<file path="config.mk">
export PLATFORM = sky130hd
export DESIGN_NAME = sync_frame_fifo
export DESIGN_NICKNAME = d
export VERILOG_FILES = /design/src/rtl/sync_fifo_pkg.sv /design/src/rtl/frame_fifo_mem.sv /design/src/rtl/sync_frame_fifo.sv
export SDC_FILE = /design/constraint.sdc
export NUM_CORES = 1
export LEC_CHECK = 0
export ABC_AREA = 1
export CORE_MARGIN = 5
export CORE_UTILIZATION = 50
export DETAILED_ROUTE_END_ITERATION = 10
export PLACE_DENSITY = 0.78
export SLEW_MARGIN = 5
export SYNTH_ARGS = -nofsm -noshare
export SYNTH_HDL_FRONTEND = slang
export SYNTH_SLANG_ARGS = --single-unit
</file>
<file path="constraint.sdc">
create_clock -name clk -period 4.2 [get_ports clk]
set_input_delay 0.84 -clock clk [delete_from_list [all_inputs] [get_ports clk]]
set_output_delay 0.84 -clock clk [all_outputs]
set_load 0.05 [all_outputs]
</file>
<file path="src/rtl/sync_fifo_pkg.sv">
// Shared types and helpers for the single-clock frame FIFO.
package sync_fifo_pkg;

    // Write-side frame states: between frames, frame open, discarding a frame
    typedef enum logic [1:0] {
        IDLE  = 2'd0,
        FRAME = 2'd1,
        DROP  = 2'd2
    } wr_state_t;

    // Pointer subtraction; callers truncate the result to their pointer width,
    // which yields the modulo-2^(PTR_LEN+1) difference including the wrap bit.
    function automatic logic [31:0] ptr_diff(input logic [31:0] a, input logic [31:0] b);
        return a - b;
    endfunction

endpackage

</file>
<file path="src/rtl/frame_fifo_mem.sv">
// Flop-array storage for the frame FIFO: one write port, one combinational read port.
module frame_fifo_mem
    import sync_fifo_pkg::*;
#(
    parameter int WORD_W = 9,
    parameter int DEPTH  = 16,
    parameter int ADDR_W = 4
) (
    input  logic              clk,
    input  logic              arst_n,
    input  logic              i_wrEn,
    input  logic [ADDR_W-1:0] i_wrAddr,
    input  logic [WORD_W-1:0] i_wrData,
    input  logic [ADDR_W-1:0] i_rdAddr,
    output logic [WORD_W-1:0] o_rdData
);

    logic [WORD_W-1:0] r_mem [DEPTH];

    // Store one word per accepted write; cleared on reset so the head reads as zero
    always_ff @(posedge clk or negedge arst_n) begin
        if (!arst_n) begin
            for (int i = 0; i < DEPTH; i++) begin
                r_mem[i] <= '0;
            end
        end else if (i_wrEn) begin
            r_mem[i_wrAddr] <= i_wrData;
        end
    end

    assign o_rdData = r_mem[i_rdAddr];

endmodule

</file>
<file path="src/rtl/sync_frame_fifo.sv">
// Single-clock frame-aware FIFO: words become readable only once their frame's
// last beat is written; aborted or overflowed frames are rewound.
module sync_frame_fifo
    import sync_fifo_pkg::*;
#(
    parameter int WIDTH     = 8,
    parameter int SIZE      = 16,
    parameter int PTR_LEN   = $clog2(SIZE),
    parameter int AF_THRESH = SIZE - 2,
    parameter int AE_THRESH = 2,
    parameter int FWFT      = 1
) (
    input  logic               clk,
    input  logic               arst_n,
    input  logic               w_en,
    input  logic [WIDTH-1:0]   data_in,
    input  logic               w_last,
    input  logic               w_abort,
    output logic               full,
    input  logic               r_en,
    output logic [WIDTH-1:0]   data_out,
    output logic               r_last,
    output logic               r_valid,
    output logic               empty,
    output logic [PTR_LEN:0]   rd_level,
    output logic [PTR_LEN:0]   wr_level,
    output logic               almost_full,
    output logic               almost_empty,
    output logic               overflow,
    output logic               underflow,
    input  logic               clr_flags
);

    localparam int PTR_W = PTR_LEN + 1;
    localparam logic [PTR_W-1:0] SIZE_LVL = PTR_W'(SIZE);
    localparam logic [PTR_W-1:0] AF_LVL   = PTR_W'(AF_THRESH);
    localparam logic [PTR_W-1:0] AE_LVL   = PTR_W'(AE_THRESH);

    logic [PTR_W-1:0] r_wrPtr;
    logic [PTR_W-1:0] r_cmtPtr;
    logic [PTR_W-1:0] r_rdPtr;
    wr_state_t        r_state;
    logic             r_overflow;
    logic             r_underflow;

    logic [PTR_W-1:0] w_wrLevel;
    logic [PTR_W-1:0] w_rdLevel;
    logic [PTR_W-1:0] w_wrPtrInc;
    logic             w_full;
    logic             w_empty;
    logic             w_wrAccept;
    logic             w_ovfEvent;
    logic             w_pop;
    logic             w_unfEvent;
    logic [WIDTH:0]   w_rdWord;

    // Levels and flags come only from registered pointers, so a pop never
    // frees a slot for a write in the same cycle.
    assign w_wrLevel  = PTR_W'(ptr_diff(32'(r_wrPtr), 32'(r_rdPtr)));
    assign w_rdLevel  = PTR_W'(ptr_diff(32'(r_cmtPtr), 32'(r_rdPtr)));
    assign w_wrPtrInc = r_wrPtr + PTR_W'(1);
    assign w_full     = (w_wrLevel == SIZE_LVL);
    assign w_empty    = (w_rdLevel == '0);

    // Abort outranks everything on the write side; a full FIFO turns the beat
    // into an overflow instead of a store.
    assign w_wrAccept = w_en && !w_full && (r_state != DROP) && !w_abort;
    assign w_ovfEvent = w_en && w_full && (r_state != DROP) && !w_abort;
    assign w_pop      = r_en && !w_empty;
    assign w_unfEvent = r_en && w_empty;

    assign full         = w_full;
    assign empty        = w_empty;
    assign wr_level     = w_wrLevel;
    assign rd_level     = w_rdLevel;
    assign almost_full  = (w_wrLevel >= AF_LVL);
    assign almost_empty = (w_rdLevel <= AE_LVL);
    assign overflow     = r_overflow;
    assign underflow    = r_underflow;

    frame_fifo_mem #(
        .WORD_W (WIDTH + 1),
        .DEPTH  (SIZE),
        .ADDR_W (PTR_LEN)
    ) u_mem (
        .clk      (clk),
        .arst_n   (arst_n),
        .i_wrEn   (w_wrAccept),
        .i_wrAddr (r_wrPtr[PTR_LEN-1:0]),
        .i_wrData ({w_last, data_in}),
        .i_rdAddr (r_rdPtr[PTR_LEN-1:0]),
        .o_rdData (w_rdWord)
    );

    // Write-side frame tracking: advance, commit on last beat, rewind on abort/overflow
    always_ff @(posedge clk or negedge arst_n) begin
        if (!arst_n) begin
            r_wrPtr  <= '0;
            r_cmtPtr <= '0;
            r_state  <= IDLE;
        end else if (w_abort) begin
            r_wrPtr <= r_cmtPtr;
            r_state <= IDLE;
        end else begin
            case (r_state)
                IDLE, FRAME: begin
                    if (w_ovfEvent) begin
                        r_wrPtr <= r_cmtPtr;
                        r_state <= w_last ? IDLE : DROP;
                    end else if (w_wrAccept) begin
                        r_wrPtr <= w_wrPtrInc;
                        if (w_last) begin
                            r_cmtPtr <= w_wrPtrInc;
                            r_state  <= IDLE;
                        end else begin
                            r_state <= FRAME;
                        end
                    end
                end
                DROP: begin
                    if (w_en && w_last) begin
                        r_state <= IDLE;
                    end
                end
                default: r_state <= IDLE;
            endcase
        end
    end

    // Read pointer advances on every successful pop in either read mode
    always_ff @(posedge clk or negedge arst_n) begin
        if (!arst_n) begin
            r_rdPtr <= '0;
        end else if (w_pop) begin
            r_rdPtr <= r_rdPtr + PTR_W'(1);
        end
    end

    // Sticky error flags; a set event in the same cycle beats the clear
    always_ff @(posedge clk or negedge arst_n) begin
        if (!arst_n) begin
            r_overflow  <= 1'b0;
            r_underflow <= 1'b0;
        end else begin
            if (w_ovfEvent) begin
                r_overflow <= 1'b1;
            end else if (clr_flags) begin
                r_overflow <= 1'b0;
            end
            if (w_unfEvent) begin
                r_underflow <= 1'b1;
            end else if (clr_flags) begin
                r_underflow <= 1'b0;
            end
        end
    end

    generate
        if (FWFT != 0) begin : g_fwft
            assign data_out = w_rdWord[WIDTH-1:0];
            assign r_last   = w_rdWord[WIDTH];
            assign r_valid  = !w_empty;
        end else begin : g_regRead
            logic [WIDTH-1:0] r_dataOut;
            logic             r_lastOut;
            logic             r_validOut;

            // Registered read: capture the head on a pop, valid for exactly one cycle
            always_ff @(posedge clk or negedge arst_n) begin
                if (!arst_n) begin
                    r_dataOut  <= '0;
                    r_lastOut  <= 1'b0;
                    r_validOut <= 1'b0;
                end else begin
                    r_validOut <= w_pop;
                    if (w_pop) begin
                        r_dataOut <= w_rdWord[WIDTH-1:0];
                        r_lastOut <= w_rdWord[WIDTH];
                    end
                end
            end

            assign data_out = r_dataOut;
            assign r_last   = r_lastOut;
            assign r_valid  = r_validOut;
        end
    endgenerate

endmodule

</file>
==> results.ini <==
[run_status]
outcome = completed

[worst_setup_path]
crit_required_ns = 3.36
worst_path_largest_cell_delay_ns = 0.50
endpoint_kind = output pin
worst-endpoint-arrival_ns = 2.79
cp-start-kind = flip-flop
timing.critical_path.fanout_max = 33
most_frequent_cell_on_the_critical_path = inv_1
setup.worst_path.class = reg2out
cpMaxStageDelayCell = fa_1
cell_family_with_most_cp_delay = adder cells
cp_num_buf_inv = 4
worstPathCellList = buf_4 > ha_1 > inv_1 > fa_1 > or2_2 > nor2_2 > nand3_4 > inv_1 > buf_12

[clock_tree]
cts_repair_resize_count = 0
tritoncts_clock_tree = done
clk_pin_slew_worst_paths_ns = 0.07
cts.root.buffer_cell = clkbuf_16
holdBufCountCts = 0
tritoncts_num_sinks = 163
clk_latency_worst_skew_pair_ns = 0.43
post_cts_buffers = 0
cts-htree-levels = 4
clock_buffer_count_from_cts = 17
cts-root-to-sink-buffers = 2

[synth]
postSynth.asyncResetShare_pct = 100
synth_enable_flop_cells = 0
yosysWarningCount = 0
postSynthNetCount = 972
syn-mean-instance-area_um2 = 8.86
synth_sequential_area_ratio_pct = 48.9
post_synth_instance_area_um2 = 8350
ys.flop_type = dfrtp_1
synthesis.instances = 942
synthDistinctLibCells = 39
ys_ff_latch = 163

[finish]
layout_common_cells = nand2_1 (222), dfrtp_1 (162), o21ai_0 (137)
mostFrequentLayoutCell = nand2_1
n_diodes = 0
final_cell_count_no_fill = 1190
layout-drive-gt1-share_pct = 17.6
final-seq-area_um2 = 4080
filler_cell_count = 1461
area_of_the_multi_input_gates_um2 = 3740
area_growth_pct = 13.7
nNetsFinal = 987

[floorplan]
start_util_pct = 50.7
die_area_um2 = 19400
std_cell_rows = 47
die_x_um = 139
ioPinCount = 41
fp.dieH_um = 139
coreArea_um2 = 16500

[routing]
post_drt_wl_per_cell_um = 16.6
viasPerCell = 5.54
drt-pass1-iter-count = 7
drt_drc_violations_left = 0
ant_nets = 0
totalWireLength_um = 19800
drt_first_iter_violations = 545
vias = 6591

[timing]
timing.fmax_mhz = 276
finalClockSkew_ns = 0.00600
rsz0062_at_grt = false
finalSetupViolCount = 0
period_share_pct = 86.4
slew_headroom_pct = 34.8
maxSlewViolCount = 0
timing.final.crit_period_ns = 3.63
transition_time_at_the_pin_with_the_least_slew_margin_ns = 0.977
hold_viol = 0
finalSetupTns_ns = 0

[power_and_ir_drop]
ir_worst_vdd_uv = 854
power.leakage_nw = 4.35
power_density_nw_per_um2 = 976

[global_routing]
grt_antenna_before_repair = 0
groute.layer.met3.usage_pct = 4.25
largest_net_degree_at_the_start_of_global_routing = 104
grt_pass1_vias = 6388
met2_track_demand_over_resource_in_global_routing_pct = 33.3
grt_use_total_pct = 21.2
global_route.peak_usage_layer = met2
grt_first_pass_wirelength_um = 33100
grt_remaining_overflow = 0
groute.layer.met1.usage_pct = 29.4

[place]
post-place-cells = 1158
finalWeightedCongestion = 0.867
port-buffer-count = 40
hpwlAfterDp_um = 12300

[run]
max_cap_violations = 0

[worst_hold_path]
hp-class = reg2reg

registers in the layout (all words and copies together) (netlist names):
name and cells:
u_mem.r_mem 144, r_state 2, underflow 1, r_rdPtr 5, overflow 1, r_wrPtr 5
r_cmtPtr 5
worst paths after layout:
path                                 start         endpoint  slack, ns  cells past startpoint
max reg2reg                     r_rdPtr[0]  u_mem.r_mem[57]       1.22                     11
max                             r_rdPtr[0]             full       0.57                      9
max in group asynchronous           arst_n  u_mem.r_mem[36]       2.83                      2
min reg2reg                u_mem.r_mem[18]  u_mem.r_mem[18]       0.47                      2
min                        u_mem.r_mem[18]  u_mem.r_mem[18]       0.47                      2
min in group asynchronous           arst_n   u_mem.r_mem[3]       0.52                      1
cells in the mapped netlist, types with 2 or more instances:
master | count | area [µm²]
a21oi_1 | 4 | 20.0
buf_1 | 3 | 11.3
buf_8 | 9 | 135
clkbuf_1 | 31 | 116
clkbuf_2 | 7 | 35.0
clkinv_1 | 2 | 7.51
dfrtp_1 | 163 | 4080
fa_1 | 2 | 40.0
ha_1 | 13 | 163
inv_1 | 47 | 176
inv_2 | 2 | 7.51
nand2_1 | 222 | 833
nand2_2 | 8 | 50.1
nand2_4 | 2 | 22.5
nand2_8 | 9 | 180
nand3_1 | 38 | 190
nor2_1 | 93 | 349
o211ai_1 | 4 | 30.0
o21ai_0 | 137 | 686
o21ai_1 | 4 | 20.0
o21ai_2 | 78 | 683
o221ai_1 | 14 | 123
o22ai_1 | 24 | 150
xnor2_1 | 3 | 26.3
xor2_1 | 9 | 78.8
cell type report:
cell class | count | share of cell area (%)
flip-flops and latches | 163 | 43.0
multi-input cells | 675 | 39.4
inverters | 52 | 2.14
well taps | 220 | 2.90
repair buffers | 48 | 6.39
clock inverters | 15 | 1.67
clock buffers | 17 | 4.48
kinds of logic after synthesis:
| group | after synthesis | synth area share [%] |
|---|---|---|
| and+or+nand+nor | 378 | 20.1 |
| AOI/OAI and AO/OA | 269 | 20.9 |
| DFF | 163 | 48.9 |
| buffers and inverters | 104 | 6.29 |
| adders and majority gates | 15 | 2.43 |
| xor gates and xnor gates | 13 | 1.45 |
tightest hold or removal path: stages, from the launching register on:
cell,delay (ns)
dfrtp_1,0.34
nand2_1,0.06
o21ai_2,0.05
where the power goes:
group	internal, W	switching, W
clock network	0.000881	0.000667
logic	0.00192	0.00316
registers	0.00224	0.000401
total	0.00504	0.00423
stage by stage:
stage	power [W]	hold WS [ns]	area, µm²	setup slack [ns]	util, %
4_1_cts	0.00928	0.478	9490	0.557	57.7
2_1_floorplan	0.00598	0.448	8350	0.243	-
5_1_grt	0.00987	0.499	9490	0.416	57.7
6_report	0.00927	0.474	9490	0.571	57.7
3_5_place_dp	0.00770	0.462	8910	1.02	54.1
3_3_place_gp	0.00760	0.459	8910	1.05	54.1
metal layers:
layer  part of all wire [%]  wire length [µm]  up-vias
met1                     45              8990     3190
met2                     47              9340      175
met4                    2.1               414        0
li1                       -                 -     3190
met3                    5.4              1070       36
met5                      0                 0        -
Note: power is estimated with default switching activity, not from simulation.
